===== src/rtl/load_store_unit_pkg.sv =====
// Shared definitions for the load/store unit: funct3 codes, FSM states,
// byte-enable patterns and request decode helpers.
package load_store_unit_pkg;

    localparam logic [2:0] F3_B  = 3'b000;
    localparam logic [2:0] F3_H  = 3'b001;
    localparam logic [2:0] F3_W  = 3'b010;
    localparam logic [2:0] F3_BU = 3'b100;
    localparam logic [2:0] F3_HU = 3'b101;

    localparam logic [3:0] BE_B  = 4'b0001;
    localparam logic [3:0] BE_LO = 4'b0011;
    localparam logic [3:0] BE_HI = 4'b1100;
    localparam logic [3:0] BE_W  = 4'b1111;

    typedef enum logic [1:0] {
        S_IDLE,
        S_ACCESS,
        S_RESP
    } state_t;

    typedef enum logic [1:0] {
        SZ_B,
        SZ_H,
        SZ_W
    } size_t;

    // Low two funct3 bits carry the width; the illegal codes fall to word.
    function automatic size_t size_of(input logic [2:0] f3);
        unique case (f3[1:0])
            2'b00:   size_of = SZ_B;
            2'b01:   size_of = SZ_H;
            default: size_of = SZ_W;
        endcase
    endfunction

    function automatic logic [3:0] be_of(
        input logic [2:0] f3,
        input logic [1:0] a
    );
        unique case (size_of(f3))
            SZ_B:    be_of = BE_B << a;
            SZ_H:    be_of = a[1] ? BE_HI : BE_LO;
            default: be_of = BE_W;
        endcase
    endfunction

    function automatic logic misaligned(
        input logic [2:0] f3,
        input logic [1:0] a
    );
        unique case (size_of(f3))
            SZ_B:    misaligned = 1'b0;
            SZ_H:    misaligned = a[0];
            default: misaligned = |a;
        endcase
    endfunction

    function automatic logic [31:0] lanes(
        input logic [2:0]  f3,
        input logic [31:0] wd
    );
        unique case (size_of(f3))
            SZ_B:    lanes = {4{wd[7:0]}};
            SZ_H:    lanes = {2{wd[15:0]}};
            default: lanes = wd;
        endcase
    endfunction

endpackage


===== src/rtl/lsu_load_align.sv =====
// Load alignment: picks the addressed byte/halfword lane out of the read
// word and sign- or zero-extends it to 32 bits.
module lsu_load_align
    import load_store_unit_pkg::*;
(
    input  logic [31:0] rdata,
    input  logic [1:0]  addr,
    input  logic [2:0]  funct3,
    output logic [31:0] data
);

    logic [7:0]  byte_sel;
    logic [15:0] half_sel;
    logic        sext;
    size_t       size;

    assign sext = ~funct3[2];
    assign size = size_of(funct3);

    always_comb begin
        byte_sel = rdata[7:0];
        unique case (addr)
            2'd0: byte_sel = rdata[7:0];
            2'd1: byte_sel = rdata[15:8];
            2'd2: byte_sel = rdata[23:16];
            2'd3: byte_sel = rdata[31:24];
        endcase
    end

    assign half_sel = addr[1] ? rdata[31:16] : rdata[15:0];

    always_comb begin
        data = rdata;
        unique case (1'b1)
            size == SZ_B: data = {{24{sext & byte_sel[7]}}, byte_sel};
            size == SZ_H: data = {{16{sext & half_sel[15]}}, half_sel};
            default:      data = rdata;
        endcase
    end

endmodule


===== src/rtl/load_store_unit.sv =====
// Memory-access stage: one req/ack data-memory transaction per request,
// with misalignment trap, bus timeout and aligned load result.
module load_store_unit
    import load_store_unit_pkg::*;
#(
    parameter int TIMEOUT = 16,
    parameter int CNT_W   = 5
) (
    input  logic        clk,
    input  logic        rst_n,
    input  logic        req_valid,
    input  logic        req_we,
    input  logic [2:0]  req_funct3,
    input  logic [31:0] req_addr,
    input  logic [31:0] req_wdata,
    output logic        stall,
    output logic        done,
    output logic [31:0] load_data,
    output logic        misalign,
    output logic        bus_timeout,
    output logic        dmem_req,
    output logic        dmem_we,
    output logic [31:0] dmem_addr,
    output logic [3:0]  dmem_be,
    output logic [31:0] dmem_wdata,
    input  logic [31:0] dmem_rdata,
    input  logic        dmem_ack
);

    state_t           state;
    state_t           state_nxt;
    logic             we_q;
    logic [2:0]       f3_q;
    logic [31:0]      addr_q;
    logic [3:0]       be_q;
    logic [31:0]      wdata_q;
    logic [CNT_W-1:0] cnt;
    logic             mis_q;
    logic             to_q;
    logic             req_bad;
    logic             cnt_end;
    logic [31:0]      aligned;

    assign req_bad = misaligned(req_funct3, req_addr[1:0]);
    assign cnt_end = (cnt == CNT_W'(TIMEOUT - 1));

    lsu_load_align u_align (
        .rdata  (dmem_rdata),
        .addr   (addr_q[1:0]),
        .funct3 (f3_q),
        .data   (aligned)
    );

    always_comb begin
        state_nxt = state;
        unique case (state)
            S_IDLE: begin
                if (req_valid)
                    state_nxt = req_bad ? S_RESP : S_ACCESS;
            end
            S_ACCESS: begin
                if (dmem_ack || cnt_end)
                    state_nxt = S_RESP;
            end
            S_RESP:  state_nxt = S_IDLE;
            default: state_nxt = S_IDLE;
        endcase
    end

    always_ff @(posedge clk or negedge rst_n) begin
        if (!rst_n)
            state <= S_IDLE;
        else
            state <= state_nxt;
    end

    always_ff @(posedge clk or negedge rst_n) begin
        if (!rst_n) begin
            we_q      <= 1'b0;
            f3_q      <= 3'b000;
            addr_q    <= 32'h0;
            be_q      <= 4'h0;
            wdata_q   <= 32'h0;
            cnt       <= '0;
            mis_q     <= 1'b0;
            to_q      <= 1'b0;
            load_data <= 32'h0;
        end else begin
            unique case (state)
                S_IDLE: begin
                    if (req_valid && !req_bad) begin
                        we_q    <= req_we;
                        f3_q    <= req_funct3;
                        addr_q  <= req_addr;
                        be_q    <= be_of(req_funct3, req_addr[1:0]);
                        wdata_q <= lanes(req_funct3, req_wdata);
                        cnt     <= '0;
                    end else if (req_valid) begin
                        mis_q     <= 1'b1;
                        load_data <= 32'h0;
                    end
                end
                S_ACCESS: begin
                    // Ack takes priority over an expiring timeout.
                    if (dmem_ack) begin
                        load_data <= we_q ? 32'h0 : aligned;
                    end else if (cnt_end) begin
                        to_q      <= 1'b1;
                        load_data <= 32'h0;
                    end else if (cnt != '1) begin
                        cnt <= cnt + 1'b1;
                    end
                end
                S_RESP: begin
                    mis_q <= 1'b0;
                    to_q  <= 1'b0;
                end
                default: ;
            endcase
        end
    end

    assign done        = (state == S_RESP);
    assign misalign    = mis_q;
    assign bus_timeout = to_q;
    assign stall       = rst_n & req_valid & ~done;

    assign dmem_req   = (state == S_ACCESS);
    assign dmem_we    = we_q;
    assign dmem_addr  = {addr_q[31:2], 2'b00};
    assign dmem_be    = be_q;
    assign dmem_wdata = wdata_q;

endmodule


===== config.mk =====
export PLATFORM = sky130hd
export DESIGN_NAME = load_store_unit
export DESIGN_NICKNAME = d
export VERILOG_FILES = /design/src/rtl/load_store_unit_pkg.sv /design/src/rtl/lsu_load_align.sv /design/src/rtl/load_store_unit.sv
export SDC_FILE = /design/constraint.sdc
export NUM_CORES = 1
export LEC_CHECK = 0
export CAP_MARGIN = 15
export CORE_MARGIN = 2
export CORE_UTILIZATION = 41
export CTS_BUF_LIST = sky130_fd_sc_hd__clkbuf_8
export DETAILED_ROUTE_END_ITERATION = 10
export PLACE_DENSITY = 0.87
export RECOVER_POWER = 100
export SYNTH_ARGS = -nofsm -noshare
export SYNTH_HDL_FRONTEND = slang
export SYNTH_SLANG_ARGS = --single-unit

===== constraint.sdc =====
create_clock -name clk -period 2.1 [get_ports clk]
set_input_delay 0.42 -clock clk [delete_from_list [all_inputs] [get_ports clk]]
set_output_delay 0.42 -clock clk [all_outputs]
set_load 0.05 [all_outputs]

Word level (Yosys, flattened, before mapping)
Index checks and enable logic that the tools add are counted.
- output and inout bits: 106
- register bits after elaboration: 113
- $add $sub $neg: 1
- mux-type cells: 32
- shift-type cells: 1
- eq/ne operators: 21
- reduce and logical (&&, ||, !) cells: 20
- bitwise operators: 6
- operators by type and width (cell ; count):
    32-bit case mux with 2 select lines ; 3
    32-bit 2-to-1 mux ; 5
    8-bit case mux with 4 select lines ; 1
    5-bit 2-to-1 mux ; 4
    16-bit 2-to-1 mux ; 1
    2-bit by 1-bit == test with 1-bit output (second input constant) ; 7
    2-bit zero test ; 7
    2-bit case mux with 2 select lines ; 3
    2-bit 2-to-1 mux ; 5
    2-bit inequality test (second input constant) ; 5
    5-bit case mux with 2 select lines ; 1
    4-bit case mux with 2 select lines ; 1
    2-bit == test (second input constant) ; 3
    2-bit by 1-bit inequality test with 1-bit output (second input constant) ; 3
    1-bit case mux with 2 select lines ; 3
    3-bit AND reduction ; 2
    2-bit nonzero test ; 3
    5-bit by 1-bit adder with 5-bit output (second input constant) ; 1
    5-bit by 4-bit == test with 1-bit output (second input constant) ; 1
    5-bit inequality test (second input constant) ; 1
    5-bit AND reduction ; 1
    1-bit AND ; 4
    1-bit 2-to-1 mux ; 4
    4-bit 2-to-1 mux ; 1
    9 further kinds ; 11

Logic depth before layout (Yosys ltp)
Gate-level depths: netlist of the first run.
- word-level depth: 10
- depth in mapped cells: 7
- gate-level depth less buffers: 7

By module
A second synthesis of the first run with hierarchy kept.
- cells, all modules: 540
- area, all modules: 6278.5 um2
- modules (own cells, without submodules) (module ; cells each ; instances ; sequential area each (um2) ; area an instance (um2)):
    load_store_unit ; 407 ; 1 ; 2827.7 ; 5295.1
    lsu_load_align ; 133 ; 1 ; 0.0 ; 983.4

Worst setup path after synthesis of the first run
No wires, ideal clock.
- kind: flip-flop to output port
- from: register state[1]
- to: output stall
- path slack: 0.021 ns
- arrival time: 1.659 ns
- cell stages (with the launch flop): 3
- cells stage by stage: dfrtp_1 > nor2b_1 > nor2_1
- word-level cells in the longest chain between the ends: 3
- ends and longest elaborated chain (item ; RTL line ; source):
    start: declaration ; load_store_unit.sv:30 ; state_t state;
    start signal: assignment ; load_store_unit.sv:74 ; state <= state_nxt;
    2-bit == test ; load_store_unit.sv:123 ; assign done = (state == S_RESP);
    named net done ; load_store_unit.sv:17 ; output logic done,
    1-bit NOT ; load_store_unit.sv:126 ; assign stall = rst_n & req_valid & ~done;
    1-bit AND ; load_store_unit.sv:126 ;
    end: declaration ; load_store_unit.sv:16 ; output logic stall,
The timed path passes the listed nets, and every way through them passes these cells.

Worst setup path in the final report of the first run
- from: register cnt[1]
- to: register cnt[2]
- word-level cells in the longest chain between the ends: 5
- elaborated cells on any way between the ends: 10
- those cells by class: add/sub (1); eq/ne (4); mux (4); reduce/logical (1)
- ends and longest elaborated chain (item ; RTL line ; source):
    start: declaration ; load_store_unit.sv:37 ; logic [CNT_W-1:0] cnt;
    start signal: assignment ; load_store_unit.sv:111 ; cnt <= cnt + 1'b1;
    5-bit by 1-bit adder with 5-bit output ; load_store_unit.sv:111 ;
    5-bit 2-to-1 mux ; load_store_unit.sv:110 ; end else if (cnt != '1) begin
    5-bit 2-to-1 mux ; load_store_unit.sv:107 ; end else if (cnt_end) begin
    5-bit 2-to-1 mux ; load_store_unit.sv:105 ; if (dmem_ack) begin
    5-bit case mux with 2 select lines ; load_store_unit.sv:89 ; unique case (state)
Several ways; a longest one is shown, not always the timed one. The select of a mux whose other input is x is not followed.
A chain may end at the register's enable or synchronous reset.

==> results.sh, run 1 <==
export IMPL_vias=4740
export IMPL_synth_area_leader_cell="dfrtp_1"
export IMPL_cts_max_level=4
export IMPL_hold_class="flop to flop"
export IMPL_skew_ns=0.007506
export IMPL_drt_initial_drc_count=524
export IMPL_grt_first_pass_wirelength_um=25230
export IMPL_instances_no_fill=879
export IMPL_overflow=0
export IMPL_period_needed_ns=2.084
export IMPL_post_synth_cell_area_avg_um2=11.36
export IMPL_timing_critical_path_required_ns=2.47
export IMPL_place_worst_setup_slack_ns=-0.2375
export IMPL_worst_slew_pin_slew_ns=1.539
export IMPL_hold_violations=0
export IMPL_drtAntennaViolNets=0
export IMPL_cp_num_buf_inv=0
export IMPL_mostFrequentLayoutCells="clkdlybuf4s50_1, dfrtp_1, mux2_1"
export IMPL_cts_tree="yes"
export IMPL_numPortBuffers=207
export IMPL_postSynth_asyncResetShare_pct=100.0
export IMPL_worst_endpoint_arrival_ns=2.45
export IMPL_rsz_0062_raised_after_global_routing="true"
export IMPL_largest_net_degree_at_the_start_of_global_routing=114
export IMPL_power_leakage_uw=0.003779
export IMPL_cts_clk_slew_worst_paths_ns=0.07
export IMPL_critical_path_cell_chain="ha_2, and3_4, ha_4, or4b_4, nor3b_2, xor2_1, and2_1"
export IMPL_core_rowCount=42
export IMPL_antenna_diode_count=0
export IMPL_vias_in_the_first_global_route=5050
export IMPL_antenna_violations_before_repair=1
export IMPL_detail_route_drc_violations=0
export IMPL_post_place_cells=845
export IMPL_flop_and_latch_count_out_of_synthesis=113
export IMPL_yosysWarningCount=0
export IMPL_synthesis_area_um2=5579
export IMPL_drv_max_cap_violation_count=1
export IMPL_grt_use_total_pct=22.40
export IMPL_design_die_area_um2=14560
export IMPL_initial_utilization_pct=42.13
export IMPL_area_share_of_the_largest_cell_type_after_synthesis_pct=50.68
export IMPL_report_final_slew_viol_count=114
export IMPL_netlist_instances=491
export IMPL_routed_via_density=5.392
export IMPL_cellPowerDensity_nw_per_um2=1403
export IMPL_routed_wirelength_um=16010
export IMPL_post_route_cells_drive_above_1_share_pct=13.37
export IMPL_die_w_um=120.7
export IMPL_clock_tree_root_cell="clkbuf_8"
export IMPL_maxClockFrequency_mhz=479.8
export IMPL_cp_slowest_stage_delay_ns=0.57
export IMPL_synth_cell_types=43
export IMPL_slew_headroom_pct=-2.613
export IMPL_dr_pass1_iters=5
export IMPL_vdd_ir_drop_max_mv=0.7783
export IMPL_core_um2=13240
export IMPL_yosys_top_cells_area="dfrtp_1, mux2_1, mux2i_1"
export IMPL_clock_sink_count=113
export IMPL_timing_critical_path_fanout_max=4
export IMPL_layout_cells_most_common="clkdlybuf4s50_1"
export IMPL_post_cts_hold_buffer_count=0
export IMPL_finalWorstSetupSlack_ns=0.01563
export IMPL_finalCritPeriodShare_pct=99.26
export IMPL_place_detailed_hpwl_um=11770
export IMPL_yosysSeqAreaShare_pct=50.68
export IMPL_multi_input_area_um2=2341
export IMPL_violations="capacitance limit, slew limit"
export IMPL_finalCoreUtilization_pct=62.15
export IMPL_timing_critical_path_slowest_stage_cell="or4b_4"
export IMPL_later_pin_clock_latency_in_the_skew_report_ns=0.43
export IMPL_status="finished, violations left"
export IMPL_regArea_um2=2828
export IMPL_place_gp_congestion=1.008
export IMPL_die_height_um=120.7
export IMPL_wl_per_cell_um=18.21
export IMPL_timing_setup_critical_path_class="flop to flop"
export IMPL_max_clock_path_buffers=2
export IMPL_pin_count=210
export IMPL_design_final_nets=798
export IMPL_end_kind="flop"
export IMPL_n_fill_cell=1059
export IMPL_total_setup_violations_reported_at_the_end_of_the_flow=0
export IMPL_cts_buffers=17
export IMPL_synth_edff_count=0
export IMPL_cp_top_family="simple AND/OR/NAND/NOR gates"
export IMPL_area_growth_pct=47.52
export IMPL_timing_critical_path_from_type="flop"
export IMPL_most_used_flip_flop_cell_after_synthesis="dfrtp_1"
==> cells by family after synthesis <==
kind of cell / Yosys count / synth area share (%)
buffers and inverters: 87 / 8.455
and+or+nand+nor: 77 / 6.369
xor gates and xnor gates: 2 / 0.3140
muxes: 86 / 18.32
adders and majority gates: 3 / 0.6729
other: 1 / 0.06722
AOI/OAI and AO/OA: 122 / 15.12
DFF: 113 / 50.68
==> synth_stat cells (2+ instances only) <==
| cell type | instances |
|---|---|
| a21oi_1 | 27 |
| mux4_2 | 7 |
| buf_4 | 34 |
| dfrtp_1 | 113 |
| inv_1 | 21 |
| o21ai_0 | 10 |
| o22ai_1 | 7 |
| o2bb2ai_1 | 6 |
| xor2_1 | 2 |
| o21ai_1 | 33 |
| or2_1 | 2 |
| nand2_1 | 32 |
| nor2b_1 | 2 |
| clkbuf_1 | 19 |
| nor2_1 | 23 |
| ha_1 | 3 |
| a221o_1 | 22 |
| a22o_1 | 9 |
| nand3_1 | 4 |
| mux2i_1 | 26 |
| mux2_4 | 2 |
| or4b_1 | 2 |
| mux2_1 | 50 |
| nand2b_1 | 3 |
| buf_2 | 8 |
| buf_1 | 3 |
| nor3b_1 | 3 |
| a21o_1 | 2 |
| and2_1 | 2 |
==> worst register-to-register path, stage by stage (launching register included) <==
cell	delay, ns
dfrtp_1	0.40
ha_2	0.19
and3_4	0.19
ha_4	0.16
or4b_4	0.57
nor3b_2	0.22
xor2_1	0.15
and2_1	0.15
==> report_power, final <==
group,internal (uW),total (uW),switching [uW]
sequential,2960,3540,573
clock,939,1780,836
combinational,2280,6240,3960
==> worst paths after layout <==
check	from	to	slack, ns	cells past startpoint
min in group asynchronous	rst_n	load_data[24]	0.61	2
setup / recovery	cnt[1]	cnt[2]	0.02	7
hold / removal	dmem_wdata[9]	dmem_wdata[9]	0.49	2
hold reg to reg	dmem_wdata[9]	dmem_wdata[9]	0.49	2
setup reg to reg	cnt[1]	cnt[2]	0.02	7
max in group asynchronous	rst_n	dmem_wdata[29]	0.55	2
==> timing repair <==
action	4_1_cts	5_1_grt
cloned	0	0
resized for setup	5	17
endpoints found under the setup margin	7	31
setup buffers	0	3
pin swaps	0	6
==> per-stage QoR <==
| stage | area (um^2) | hold slack, ns | power (uW) | TNS, ns |
|---|---|---|---|---|
| after floorplan | 5583 | 0.1244 | 7780 | 0 |
| after CTS | 8167 | 0.1132 | 11610 | 0 |
| after global placement | 7810 | 0.4654 | 9635 | -8.054 |
| final | 8230 | 0.4881 | 11550 | 0 |
| after global routing | 8230 | 0.5108 | 12080 | -0.09405 |
| after detailed placement | 7810 | 0.4763 | 9802 | -9.125 |
==> cell type report <==
class,count,area share [%]
Tap cell,176,2.676
Sequential cell,113,34.36
Timing Repair Buffer,245,29.32
Clock buffer,22,3.679
Clock inverter,9,0.5169
Multi-Input combinational cell,292,28.44
Inverter,22,1.003
==> flip-flops by register name, summed over array words and instances (netlist names) <==
| register | flops |
|---|---|
| cnt | 5 |
| state | 2 |
| dmem_we | 1 |
| addr_q | 32 |
| dmem_wdata | 32 |
| load_data | 32 |
| dmem_be | 4 |
| misalign | 1 |
| bus_timeout | 1 |
| f3_q | 3 |
==> routing by layer <==
metal | global-route usage (%) | part of all wire, % | vias to the layer above
met2 | 38.03 | 52 | 255
met5 | 0 | 0 | -
met4 | 10.47 | 3.0 | 0
li1 | - | - | 2122
met1 | 25.44 | 36 | 2322
met3 | 7.500 | 9.3 | 41
Note: power is estimated with default switching activity, not from simulation.
==> inputs of run 2 (changes only) <==
Settings changed: PLACE_DENSITY 0.87 to 0.88.
==> results.sh, run 2 (same netlist as run 1, synthesis figures left out) <==
export IMPL_timing_critical_path_fanout_max=4
export IMPL_worst_endpoint_arrival_ns=2.40
export IMPL_numPortBuffers=207
export IMPL_rsz_0062_raised_after_global_routing="true"
export IMPL_drt_initial_drc_count=418
export IMPL_routed_wirelength_um=15800
export IMPL_overflow=0
export IMPL_violations="capacitance limit, slew limit"
export IMPL_dr_pass1_iters=5
export IMPL_worst_slew_pin_slew_ns=1.569
export IMPL_place_worst_setup_slack_ns=-0.3389
export IMPL_place_detailed_hpwl_um=11500
export IMPL_place_gp_congestion=0.8797
export IMPL_final_area_um2=8274
export IMPL_hold_class="flop to flop"
export IMPL_timing_setup_critical_path_class="flop to flop"
export IMPL_pin_count=210
export IMPL_layout_cells_most_common="clkdlybuf4s50_1"
export IMPL_antenna_diode_count=0
export IMPL_maxClockFrequency_mhz=489.2
export IMPL_total_setup_violations_reported_at_the_end_of_the_flow=0
export IMPL_design_final_nets=800
export IMPL_mostFrequentLayoutCells="clkdlybuf4s50_1, dfrtp_1, mux2_1"
export IMPL_place_area_um2=7812
export IMPL_report_final_slew_viol_count=114
export IMPL_cts_buffers=17
export IMPL_finalCritPeriodShare_pct=97.34
export IMPL_drtAntennaViolNets=0
export IMPL_finalCoreUtilization_pct=62.48
export IMPL_grt_first_pass_wirelength_um=24990
export IMPL_timing_critical_path_from_type="flop"
export IMPL_die_height_um=120.7
export IMPL_multi_input_area_um2=2340
export IMPL_vias_in_the_first_global_route=4942
export IMPL_cts_clk_slew_worst_paths_ns=0.07
export IMPL_initial_utilization_pct=42.13
export IMPL_regArea_um2=2828
export IMPL_largest_net_degree_at_the_start_of_global_routing=114
export IMPL_wl_per_cell_um=17.96
export IMPL_max_clock_path_buffers=2
export IMPL_n_fill_cell=1061
export IMPL_design_die_area_um2=14560
export IMPL_die_w_um=120.7
export IMPL_clock_tree_root_cell="clkbuf_8"
export IMPL_core_um2=13240
export IMPL_period_needed_ns=2.044
export IMPL_finalWorstSetupSlack_ns=0.05581
export IMPL_timing_critical_path_required_ns=2.46
export IMPL_clock_sink_count=113
export IMPL_power_leakage_uw=0.003818
export IMPL_later_pin_clock_latency_in_the_skew_report_ns=0.42
export IMPL_cts_max_level=4
export IMPL_drv_max_cap_violation_count=1
export IMPL_vias=4646
export IMPL_grt_use_total_pct=22.20
export IMPL_post_route_cells_drive_above_1_share_pct=13.35
export IMPL_slew_headroom_pct=-4.607
export IMPL_vdd_ir_drop_max_mv=0.9106
export IMPL_antenna_violations_before_repair=0
export IMPL_area_growth_pct=48.31
export IMPL_cts_tree="yes"
export IMPL_hold_violations=0
export IMPL_routed_via_density=5.280
export IMPL_end_kind="flop"
export IMPL_detail_route_drc_violations=0
export IMPL_cellPowerDensity_nw_per_um2=1415
export IMPL_skew_ns=0.009493
export IMPL_status="finished, violations left"
export IMPL_core_rowCount=42
## run 2: worst paths after layout
path	depth (start not counted)	slack [ns]	endpoint	start
worst max-delay path	7	0.06	cnt[2]	cnt[1]
worst min-delay path	2	0.48	dmem_wdata[24]	dmem_wdata[24]
worst max register to register	7	0.06	cnt[2]	cnt[1]
worst min register to register	2	0.48	dmem_wdata[24]	dmem_wdata[24]
max in group asynchronous	2	0.50	addr_q[0]	rst_n
min in group asynchronous	2	0.57	addr_q[23]	rst_n
## run 2: power breakdown
group / switching [uW] / internal [uW]
combinational: 3980 / 2330
sequential: 542 / 2960
clock: 840 / 1060
## run 2: per-stage QoR
step,hold slack (ns),cells,TNS (ns),power (uW)
finish,0.4843,880,0,11710
global route,0.5125,880,-0.03844,12240
CTS,0.1190,875,0,11750
detailed placement,0.4731,845,-9.468,9807
global placement,0.4659,845,-7.410,9647
floorplan,0.1244,492,0,7780
## run 2: layer usage
metal | global-route usage [%] | part of all wire (%)
met1 | 25.25 | 38
met2 | 37.99 | 51
met3 | 7.925 | 9.0
met4 | 8.866 | 2.3
met5 | 0 | 0
## run 2: critical path, cell delays in order (launching register included)
cell and delay (ns):
dfrtp_1 0.38, ha_2 0.20, and3_4 0.19, ha_4 0.16, or4b_4 0.56, nor3b_4 0.22, xor2_1 0.15, and2_1 0.13
## run 2: area by class of cell
class                      instances  share of cell area, %
clock inverter                     8                 0.7712
clock buffer                      22                  3.659
timing repair buffer             247                  29.46
sequential                       113                  34.18
tap                              176                  2.661
inverter                          22                 0.9980
multi-input combinational        292                  28.28
## run 2: repair_timing
item,in CTS,in global routing
gates resized for setup,5,18
buffers inserted,0,5
cloned,0,0
setup endpoints to repair,6,33
hold buffers,0,0
pin swaps,0,6
==> inputs of run 3 (changes only) <==
Settings changed: GPL_ROUTABILITY_DRIVEN set to 0.
==> results.sh, run 3 (same netlist as run 1, synthesis figures left out) <==
export IMPL_status="finished, violations left"
export IMPL_violations="setup timing"
export IMPL_startpoint="cnt[1]"
export IMPL_cts_buffers=17
export IMPL_post_place_cells=845
export IMPL_die_w_um=120.7
export IMPL_area_growth_pct=47.70
export IMPL_numPortBuffers=207
export IMPL_antenna_violations_before_repair=0
export IMPL_dr_pass1_iters=6
export IMPL_finalCritPeriodShare_pct=100.6
export IMPL_timing_setup_critical_path_class="flop to flop"
export IMPL_place_area_um2=7800
export IMPL_worst_endpoint_arrival_ns=2.48
export IMPL_timing_critical_path_slowest_stage_cell="or4b_4"
export IMPL_wl_per_cell_um=18.81
export IMPL_vias_in_the_first_global_route=5091
export IMPL_hold_violations=0
export IMPL_grt_first_pass_wirelength_um=26100
export IMPL_power_leakage_uw=0.003781
export IMPL_antenna_diode_count=0
export IMPL_instances_no_fill=880
export IMPL_total_setup_violations_reported_at_the_end_of_the_flow=2
export IMPL_largest_net_degree_at_the_start_of_global_routing=60
export IMPL_final_area_um2=8240
export IMPL_skew_ns=0.006216
export IMPL_report_final_slew_viol_count=0
export IMPL_design_die_area_um2=14560
export IMPL_place_detailed_hpwl_um=12190
export IMPL_worstReg2RegStart="cnt[1]"
export IMPL_core_um2=13240
export IMPL_end_kind="flop"
export IMPL_core_rowCount=42
export IMPL_overflow=0
export IMPL_maxClockFrequency_mhz=473.1
export IMPL_period_needed_ns=2.114
export IMPL_max_clock_path_buffers=2
export IMPL_timing_critical_path_fanout_max=4
export IMPL_post_route_cells_drive_above_1_share_pct=12.64
export IMPL_critical_path_cell_chain="ha_2, and3_4, ha_4, or4b_4, nor3b_4, xor2_1, and2_1"
export IMPL_drtAntennaViolNets=0
export IMPL_cts_clk_slew_worst_paths_ns=0.06
export IMPL_place_worst_setup_slack_ns=-0.2764
export IMPL_initial_utilization_pct=42.13
export IMPL_detail_route_drc_violations=0
export IMPL_drv_max_cap_violation_count=0
export IMPL_post_cts_hold_buffer_count=0
export IMPL_rsz_0062_raised_after_global_routing="true"
export IMPL_die_height_um=120.7
export IMPL_pin_count=210
export IMPL_vias=4731
export IMPL_cts_max_level=4
export IMPL_finalWorstSetupSlack_ns=-0.01364
export IMPL_routed_via_density=5.376
export IMPL_mostFrequentLayoutCells="clkdlybuf4s50_1, dfrtp_1, mux2_1"
export IMPL_worst_slew_pin_slew_ns=1.445
export IMPL_slew_headroom_pct=3.649
export IMPL_cts_tree="yes"
export IMPL_sum_neg_setup_slack_ns=-0.01429
export IMPL_clock_tree_root_cell="clkbuf_8"
export IMPL_vdd_ir_drop_max_mv=1.005
export IMPL_routed_wirelength_um=16550
export IMPL_timing_critical_path_required_ns=2.47
export IMPL_cp_slowest_stage_delay_ns=0.59
export IMPL_design_final_nets=798
export IMPL_clock_sink_count=113
export IMPL_layout_cells_most_common="clkdlybuf4s50_1"
export IMPL_grt_use_total_pct=23.14
export IMPL_drt_initial_drc_count=388
export IMPL_hold_class="input pin to asynchronous set/reset pin"
export IMPL_cellPowerDensity_nw_per_um2=1412
export IMPL_timing_critical_path_from_type="flop"
export IMPL_later_pin_clock_latency_in_the_skew_report_ns=0.43
-- run 3: changes by cell type in the layout (fill, tap and decap cells not counted), moves of 2 or more --
| cell | delta |
|---|---|
| nand3_2 | +2 |
| buf_4 | -6 |
| dlymetal6s2s_1 | -2 |
| nand3_1 | -2 |
| dlygate4sd2_1 | +2 |
| clkbuf_8 | -2 |
| clkbuf_1 | +2 |
| clkbuf_2 | +2 |
| inv_1 | +4 |
-- run 3: critical path: cells and delay by family (launching register included) --
family	cells	cell delay [ns]
and+or+nand+nor	4	1.12
DFF	1	0.41
xor gates and xnor gates	1	0.18
adders and majority gates	2	0.36
-- run 3: final timing paths --
kind	end	slack, ns	cells past startpoint
hold reg to reg	load_data[4]	0.48	1
max in group asynchronous	dmem_wdata[0]	0.72	2
hold / removal	load_data[24]	0.46	2
min in group clk	load_data[4]	0.48	1
setup reg to reg	cnt[2]	-0.01	7
setup / recovery	cnt[2]	-0.01	7
-- run 3: cell type report --
type / count / area [um^2]
Clock buffer: 20 / 275.3
Clock inverter: 12 / 78.83
Fill cell: 1042 / 5002
Inverter: 22 / 82.58
Multi-Input combinational cell: 292 / 2354
Sequential cell: 113 / 2828
Tap cell: 176 / 220.2
Timing Repair Buffer: 245 / 2402
-- run 3: timing repair --
item | CTS | global route
resized for setup | 7 | 18
buffers inserted | 0 | 3
endpoints found under the setup margin | 8 | 34
pin swaps | 0 | 8
-- run 3: layer usage --
| layer | global-route usage [%] | up-vias | share of wire (%) |
|---|---|---|---|
| met5 | 0 | - | 0 |
| met4 | 9.811 | 0 | 2.6 |
| met3 | 7.170 | 43 | 9.3 |
| met2 | 39.72 | 282 | 52 |
| met1 | 26.70 | 2280 | 36 |
| li1 | - | 2126 | - |
-- run 3: stage by stage --
step / total power (uW) / hold slack, ns / utilization (%)
floorplan: 7780 / 0.1244 / -
global placement: 9650 / 0.4652 / 58.90
detailed placement: 9814 / 0.4737 / 58.90
CTS: 11690 / 0.1373 / 61.67
global route: 12150 / 0.5097 / 62.23
finish: 11640 / 0.4650 / 62.23
-- run 3: power by group --
part	switching [uW]	internal, uW	total, uW
clock	847	991	1840
combinational	3970	2270	6240
sequential	591	2960	3550
total	5410	6220	11600
